**config.mk**
```make
export PLATFORM = sky130hd
export DESIGN_NAME = div_issue_sched
export DESIGN_NICKNAME = d
export VERILOG_FILES = /design/src/rtl/div_issue_sched.sv
export SDC_FILE = /design/constraint.sdc
export NUM_CORES = 1
export LEC_CHECK = 0
export CORE_AREA = 5 5 98 100
export DETAILED_ROUTE_END_ITERATION = 7
export DIE_AREA = 0 0 103 105
export GPL_TIMING_DRIVEN = 0
export PLACE_DENSITY_LB_ADDON = 0.05
export SYNTH_ARGS = -nofsm -noshare
export SYNTH_HDL_FRONTEND = slang
export SYNTH_SLANG_ARGS = --single-unit
```
**constraint.sdc**
```tcl
create_clock -name i_clk -period 2.5 [get_ports i_clk]
set_input_delay 0.625 -clock i_clk [delete_from_list [all_inputs] [get_ports i_clk]]
set_output_delay 0.625 -clock i_clk [all_outputs]
set_load 0.005 [all_outputs]
```
**src/rtl/div_issue_sched.sv**
```systemverilog
// Round-robin issue of 16/16 divides to a shared fixed-latency divider; accept->div_ce is 1 cycle, accept->cdb_req is LATENCY+2 (1 for divide-by-zero).
// Holds one result until cdb_grant; requesters see ready only while idle, so backpressure is a single-op window.
module div_issue_sched #(
  parameter int LATENCY = 18,
  parameter int DATA_W  = 16,
  parameter int TAG_W   = 6
) (
  input  logic                  i_clk,
  input  logic                  i_reset,
  input  logic                  i_req0_valid,
  input  logic [DATA_W-1:0]     i_req0_rs,
  input  logic [DATA_W-1:0]     i_req0_rt,
  input  logic [TAG_W-1:0]      i_req0_tag,
  output logic                  o_req0_ready,
  input  logic                  i_req1_valid,
  input  logic [DATA_W-1:0]     i_req1_rs,
  input  logic [DATA_W-1:0]     i_req1_rt,
  input  logic [TAG_W-1:0]      i_req1_tag,
  output logic                  o_req1_ready,
  output logic                  o_div_ce,
  output logic [DATA_W-1:0]     o_div_dividend,
  output logic [DATA_W-1:0]     o_div_divisor,
  input  logic [2*DATA_W-1:0]   i_div_quot,
  output logic                  o_cdb_req,
  input  logic                  i_cdb_grant,
  output logic [2*DATA_W-1:0]   o_cdb_data,
  output logic [TAG_W-1:0]      o_cdb_tag,
  output logic                  o_cdb_divzero,
  input  logic                  i_flush,
  output logic                  o_busy
);

  localparam logic [1:0] S_IDLE   = 2'd0;
  localparam logic [1:0] S_LAUNCH = 2'd1;
  localparam logic [1:0] S_WAIT   = 2'd2;
  localparam logic [1:0] S_CDB    = 2'd3;

  localparam int               CNT_W    = (LATENCY > 1) ? $clog2(LATENCY) : 1;
  localparam logic [CNT_W-1:0] CNT_INIT = CNT_W'(LATENCY - 1);

  logic [1:0]          r_state;
  logic                r_rr_ptr;
  logic [CNT_W-1:0]    r_cnt;
  logic [DATA_W-1:0]   r_dividend;
  logic [DATA_W-1:0]   r_divisor;
  logic [TAG_W-1:0]    r_tag;
  logic [2*DATA_W-1:0] r_data;
  logic                r_divzero;

  logic                w_idle;
  logic                w_sel;
  logic                w_ready0;
  logic                w_ready1;
  logic                w_accept;
  logic [DATA_W-1:0]   w_rs;
  logic [DATA_W-1:0]   w_rt;
  logic [TAG_W-1:0]    w_tag;

  // With both requesters pending the pointer decides; otherwise the lone valid one wins.
  assign w_idle   = (r_state == S_IDLE);
  assign w_sel    = (i_req0_valid && i_req1_valid) ? r_rr_ptr : ~i_req0_valid;
  assign w_ready0 = w_idle && !i_flush && i_req0_valid && !w_sel;
  assign w_ready1 = w_idle && !i_flush && i_req1_valid && w_sel;
  assign w_accept = w_ready0 || w_ready1;
  assign w_rs     = w_sel ? i_req1_rs  : i_req0_rs;
  assign w_rt     = w_sel ? i_req1_rt  : i_req0_rt;
  assign w_tag    = w_sel ? i_req1_tag : i_req0_tag;

  assign o_req0_ready   = w_ready0;
  assign o_req1_ready   = w_ready1;
  assign o_div_ce       = (r_state == S_LAUNCH);
  assign o_div_dividend = r_dividend;
  assign o_div_divisor  = r_divisor;
  assign o_cdb_req      = (r_state == S_CDB);
  assign o_cdb_data     = r_data;
  assign o_cdb_tag      = r_tag;
  assign o_cdb_divzero  = r_divzero;
  assign o_busy         = !w_idle;

  always_ff @(posedge i_clk) begin
    if (!i_reset) begin
      r_state    <= S_IDLE;
      r_rr_ptr   <= 1'b0;
      r_cnt      <= '0;
      r_dividend <= '0;
      r_divisor  <= '0;
      r_tag      <= '0;
      r_data     <= '0;
      r_divzero  <= 1'b0;
    end else if (i_flush) begin
      // Killed work is simply abandoned; the counter is reloaded on the next launch.
      r_state <= S_IDLE;
    end else begin
      case (r_state)
        S_IDLE: begin
          if (w_accept) begin
            r_dividend <= w_rs;
            r_divisor  <= w_rt;
            r_tag      <= w_tag;
            r_rr_ptr   <= ~w_sel;
            if (w_rt == '0) begin
              r_data    <= '0;
              r_divzero <= 1'b1;
              r_state   <= S_CDB;
            end else begin
              r_divzero <= 1'b0;
              r_state   <= S_LAUNCH;
            end
          end
        end
        S_LAUNCH: begin
          r_cnt   <= CNT_INIT;
          r_state <= S_WAIT;
        end
        S_WAIT: begin
          if (r_cnt == '0) begin
            r_data  <= i_div_quot;
            r_state <= S_CDB;
          end else begin
            r_cnt <= r_cnt - CNT_W'(1);
          end
        end
        S_CDB: begin
          if (i_cdb_grant) r_state <= S_IDLE;
        end
        default: r_state <= S_IDLE;
      endcase
    end
  end

endmodule

```
==> impl.org, run 1 <==
** Routing
- In the routed design, unresolved DRC markers number 0.
- Final antenna-violating net count :: 0
- In the final routed layout, each cell accounts on average for 16.1 um.
- For this run, the detailed router's first-pass iteration total came to 4.
- The detailed router placed around 4,000 vias in this run.
- Detailed router's first-iteration violation count :: 146
- For this block, the routed nets add up to approximately 12,000 um of wire.
- Dividing the detail-routed via count by the number of cells gives 5.31.

** Yosys
- Number of warnings issued by yosys :: 0
- Sequential-to-total area share from yosys stat :: 45.4%
- In the synthesized netlist, the number of instances is 442.
- In this run the cell area of the synthesized design comes to around 3500 um^2.
- When the netlist entered floorplanning its net count stood at roughly 560.
- The number of different library cells used by synthesis comes to 33.
- For this run, the leading register cell type out of synthesis is dfxtp_1.
- Count of flip-flops with a built-in enable after synthesis :: 0
- After synthesis the netlist holds a flip-flop and latch count of 79.
- Share of async-settable or async-resettable flops after synthesis :: 0%
- Synthesized area per cell :: around 7.9 um^2

** STA
- Final Max Slew Viols :: 0
- Minimum setup slack in the final design :: slightly below 90 ps
- The final count of hold timing violations was 0.
- Maximum operating frequency :: around 0.41 GHz
- Worst-case clock skew :: around 9.1 ps
- Crit share post-route :: 96.5%
- Setup violations remaining at the end of the flow were counted as 0.
- Shortest clock period the worst path allows after layout :: 2410 ps
- Setup repair after global routing left no endpoint under its margin.
- Max transition margin :: 58.1%
- Slew @ Worst Pin :: around 620 ps

** Floorplanning
- between 150 and 200 I/O pins were placed.
- Horizontal die dimension :: a little over 100 um
- The die covers approximately 11,000 um^2.
- The initial utilization of the core area, before any placement, comes to about two fifths.
- Die Y-Extent :: approximately 110 um
- The floorplan has 34 rows.
- Floorplan core area :: between 8000 and 9000 um^2

** Clocking
- TritonCTS built the clock tree.
- The number of hold buffers added after CTS was 0.
- No sink is reached through more buffers than the 2 on the longest clock path.
- H-Tree Level Count :: 3
- Clock network latency to the later pin of the worst-skew pair :: roughly 350 ps
- Counting the buffers created by CTS gives 9.
- The clock net in this run drives a total of 79 sinks.
- Master cell of the clock root buffer :: clkbuf_8
- Register clock-pin slew on the reported worst setup and hold paths :: around 80 ps

** Layout
- Cells with a size suffix above 1 make up under 10% of the layout.
- Final Instance Count excl. Fillers :: roughly 760
- 0 antenna diodes ended up in the layout.
- Fin util :: between 60% and 70%
- After the last flow step, the layout net total stands at around 760.
- The finished cells cover about 5700 um^2.
- Area added between synthesis and finish :: 64.8%

** Setup path
- The critical path is of the in -> out type.
- Critical Path AT :: 1790 ps
- CP Launch Type :: input port
- Along the worst path, the maximum fanout reaches 7.
- WP data required :: between 1500 and 2000 ps
- STA classifies the critical path endpoint as a primary output.

** Placement
- Once placement finished, the instance area stood at 5500 um^2.
- Port bufs :: about 190
- The wire-length estimate of the detail-placed layout is between 9000 and 10,000 um.
- The congestion estimate from routability-driven global placement came to 0.833.
- In this run, placement finished with an instance count of about 740.
- Setup slack after placement :: -707 ps

** GRT
- Entering global routing, the biggest net connects 14 pins.
- Wire length of the first global-routing pass :: 19,200 um
- Initial antenna violation count :: 0
- For this run, the total global-route usage over all layers was measured as between 20% and 30%.
- Vias in the first global route :: 3,919
- Remaining global-route overflow :: 0

** Power
- Total power for the finished layout comes to between 3 and 4 mW.
- In this run the static leakage power is 2.09 nW.
- Power spread over the standard cell area amounts to roughly 530 nW/um^2.
- Maximum resistive drop on vdd :: 0.289 mV

** Hold path
- Type of the tightest min-delay check :: reg -> reg

** Flow run
- Across the run, the number of max-cap violations was 0.

** Run status
- Run status :: finished, final reports clean
## worst max-delay path: stages
cell             delay, ps
clkdlybuf4s50_1        600
inv_1                  140
and4_1                 210
clkdlybuf4s15_1        210
## placed cells by master, fill, tap and decap left out, drive strengths merged, types with 8 or more instances in the layout
| master | instances |
|---|---|
| nand2 | 116 |
| o22ai | 32 |
| clkbuf | 28 |
| nor4 | 9 |
| dfxtp | 79 |
| buf | 22 |
| a311oi | 38 |
| clkdlybuf4s50 | 184 |
| nand3 | 37 |
| inv | 8 |
| nor2 | 47 |
## report_power, final
part	switching (mW)	total, mW	leakage, nW	internal, mW
logic	0.330	0.727	1.35	0.397
registers	0.0378	1.37	0.645	1.33
clock network	0.470	0.957	0.0916	0.487
## synth_stat cells, drive strengths merged (3+ instances only)
master    n  area share [%]
ha        7             2.5
a311oi   38             9.5
xor2      3            0.75
inv       8            0.86
nand2b    3            0.54
dfxtp    79              45
nor2     47             5.1
o22ai    32             5.7
nor4      9             1.6
nand2   116              12
buf      20             3.3
clkbuf   17             1.8
nor3      5            0.72
nand3    37             5.3
o21ai     3            0.43
## stage by stage
step | setup TNS, ps | hold slack [ps]
floorplan | 0 | 451
global placement | -4920 | 452
detailed placement | -5570 | 459
CTS | 0 | 470
global route | 0 | 496
finish | 0 | 469
## worst paths after layout
path | startpoint | end | slack (ps) | depth (start not counted)
min reg2reg | o_cdb_data[16] | o_cdb_data[16] | 470 | 2
max reg2reg | r_state[1] | o_cdb_data[10] | 420 | 8
max | i_flush | o_req1_ready | 90 | 4
min | o_cdb_data[16] | o_cdb_data[16] | 470 | 2
## routing by layer
metal | wire [um] | up-vias | share of wire (%) | GRT usage (%)
li1 | - | 1967 | - | -
met1 | 5130 | 1882 | 42 | 28.3
met2 | 5740 | 144 | 47 | 34.2
met3 | 1070 | 20 | 8.8 | 7.26
met4 | 254 | 0 | 2.1 | 7.68
met5 | 0 | - | 0 | 0
## logic make-up after synthesis
logic type | share of synthesized area, %
AOI/OAI and AO/OA | 17.5
muxes | 0.287
DFF | 45.4
buffers and inverters | 6.14
adders and majority gates | 2.51
xor gates and xnor gates | 0.754
and+or+nand+nor | 27.4
## repair_timing
action / in CTS / in global routing
gates cloned: 0 / 0
setup buffers: 2 / 0
pin swaps: 2 / 0
resized for setup: 12 / 1
setup endpoints to repair: 2 / 1
## layout make-up
type | instances | area [um^2]
Buffer | 37 | 190
Clock buffer | 11 | 141
Clock inverter | 5 | 57.6
Fill cell | 744 | 2850
Inverter | 9 | 33.8
Multi-Input combinational cell | 317 | 1710
Sequential cell | 79 | 1580
Tap cell | 108 | 135
Timing Repair Buffer | 190 | 1900
## state kept, by name, summed over array words and instances, names as in the netlist
signal          flops
o_div_dividend     16
o_cdb_tag           6
o_cdb_data         32
o_div_divisor      16
r_cnt               5
o_cdb_divzero       1
r_rr_ptr            1
r_state             2
Power figures use the tool's default switching activity.
==> run 2, diff against run 1 <==
Settings changed: CELL_PAD_IN_SITES_DETAIL_PLACEMENT from default to 2, CELL_PAD_IN_SITES_GLOBAL_PLACEMENT from default to 2, CORE_AREA 5 5 98 100 to 5 5 109 111, DIE_AREA 0 0 103 105 to 0 0 114 116, DONT_BUFFER_PORTS from default to 1.
Clock period 2.5 ns to 2.6 ns, I/O delays scaled along.
==> run 2 against run 1 <==
Against the previous run:
- critical path depth is the same
- final cell count shrank 21%
- routed wire length grew 4.6%
- utilization shrank 31 points
- global-route usage shrank 2.8 points
- clock skew shrank 3.9 ps
- critical endpoint unchanged
- largest cell class is now multi-input gates
- largest power group unchanged
- highest routed layer unchanged
==> impl.org, run 2 (synthesized netlist as in run 1, its figures left out) <==
** Run status
- Run status :: finished, final reports clean

** Setup path
- Element type at the critical path end :: primary output
- Beginning of the worst register-to-register path :: r_state[0]
- For the worst setup path, the data arrival time is 1750 ps.
- The setup check on the worst reg-to-reg path leaves a slack of 390 ps.
- The largest single stage delay on the critical path is 420 ps.
- Among the stages of the critical path, the cell type that occurs most often is nand2_1.
- Counting both buffers and inverters, the worst setup path holds a total of 1.
- CP max stage cell :: clkbuf_1
- Grouping stages by cell kind, the critical path spends the most delay in simple AND/OR/NAND/NOR gates.
- In this run the worst setup path begins at r_rr_ptr.
- The worst setup path is launched from a register.
- Crit-path max FO :: 10
- Category of the most critical setup path :: reg -> out
- WP data required :: 1950 ps
- The critical path goes through nand2_1 -> nand2_1 -> clkbuf_1 -> and4_1.

** Layout
- Most used cells in the layout excluding fill and tap cells :: 116 x nand2_1, 79 x dfxtp_1, 46 x nor2_1, 38 x a311oi_1, 37 x nand3_1
- Once layout is complete, the utilization of the core stands at a little over a third.
- Number of flip-flops in the largest register :: 32
- Final #Nets :: 574
- Antenna Cells :: 0
- Share of final-layout standard cells stronger than drive strength 1 :: under 10%
- Most common cell after layout, fill and taps aside :: nand2_1
- Post-Layout Inst Area :: around 3900 um^2
- Compared with the post-synthesis result, the final layout area differs by 11.6%.

** Placement
- Port bufs :: 0
- Gp weighted congestion :: about 0.75
- Placed instance area :: ~3700 um^2
- DPL Wire Length :: just under 10,000 um

** Hold path
- The worst hold path begins at i_flush.
- Type of the tightest min-delay check :: in -> reg

** STA
- Between clock sinks in the finished design, the worst skew comes to 5.18 ps.
- The max-slew violation count is 0.
- The worst path in the final design needs a cycle of 2400 ps, including I/O delays and setup.
- Maximum operating frequency :: 0.416 GHz
- Slew @ Worst Pin :: 669 ps
- Setup total negative slack on the finished layout was measured at 0 ps.
- The worst pin sits at a relative slew slack of 55.0%.
- Setup violations remaining at the end of the flow were counted as 0.
- Crit share post-route :: 92.4%
- RSZ-0062 raised after global routing :: false
- The final count of hold timing violations was 0.

** Floorplanning
- Initial cell density of the core :: 32.6%
- 190 I/O pins were placed.
- Floorplan core area :: 10,700 um^2
- Row count :: 38
- The die is approximately 120 um tall.
- Floorplan die area :: 13,200 um^2
- Horizontal die dimension :: around 110 um

** Clocking
- # resized after CTS :: 0
- Master cell of the clock root buffer :: clkbuf_8
- Worst-case clock buffer depth :: 2
- CTS Buf Count :: 9
- Register clock-pin slew on the reported worst setup and hold paths :: about 80 ps
- TritonCTS built the clock tree.
- H-Tree Level Count :: 3
- Clock sink count :: 79
- Post-CTS setup buffer count :: 0
- At the later pin of the worst-skew pair, clock insertion delay measures roughly 370 ps.
- Hold repair after CTS inserted 0 buffers.

** Routing
- In the final routed layout, each cell accounts on average for around 21 um.
- Final antenna-violating net count :: 0
- The first detailed-routing pass ran for 4 iterations.
- After detailed routing, the number of remaining DRC violations is 0.
- Vias per cell :: about 5.5
- In this run, the number of DRC markers left after iteration 0 of detailed routing was 169.
- For this block, the via count after detailed routing is roughly 3,300.
- After detailed routing, the total wire length is between 10,000 and 15,000 um.

** GRT
- Wire length of the first global-routing pass :: ~20,000 um
- Remaining global-route overflow :: 0
- Initial antenna violation count :: 0
- Vias in the first global route :: between 3,000 and 4,000
- Maximum number of pins on one net before global-route repair :: 13
- Global routing usage summed across all routing layers :: 19.1%

** Power
- Power per cell area :: about 710 nW/um^2
- The worst-case IR drop observed on VDD is ~0.25 mV.
- Total chip power :: 2.76 mW
- Leak :: around 1.4 nW

** Flow run
- The tool flagged a number of max-cap violations equal to 0.
run 2: changes by cell type in the layout (fill, tap and decap cells not counted), sizes merged:
cell,previous run,this run
clkdlybuf4s50,184,0
clkbuf,28,31
clkinvlp,3,0
buf,22,20
dlygate4sd2,2,0
clkdlybuf4s15,1,0
dlymetal6s2s,1,0
run 2: metal layers:
layer	GRT usage (%)	routed length, um	vias to the layer above
met1	21.9	5210	1581
met2	32.3	6120	129
met4	7.21	194	0
li1	-	-	1582
met5	0	0	-
met3	7.52	1240	15
run 2: per-stage QoR:
stage | setup slack (ps) | hold slack (ps) | cells
6_report | 198 | 376 | 598
5_1_grt | 28.5 | 361 | 598
4_1_cts | 177 | 362 | 598
3_5_place_dp | 159 | 487 | 582
3_3_place_gp | 196 | 465 | 582
2_1_floorplan | 590 | 451 | 442
run 2: where the power goes:
group          total (mW)  internal (mW)  switching, mW
sequential           1.34           1.28         0.0587
combinational       0.374          0.125          0.249
clock                1.05          0.574          0.478
run 2: cell type report:
cell class | count | area, um^2
Fill cell | 1251 | 6810
Multi-Input combinational cell | 317 | 1690
Sequential cell | 79 | 1580
Clock buffer | 14 | 193
Buffer | 37 | 180
Tap cell | 140 | 175
Clock inverter | 2 | 35.0
Inverter | 9 | 33.8
run 2: worst paths after layout:
path	end	cells past startpoint
worst min-delay path	r_state[0]	1
worst max-delay path	o_req1_ready	4
worst min register to register	o_cdb_data[3]	2
worst max register to register	o_cdb_data[27]	8
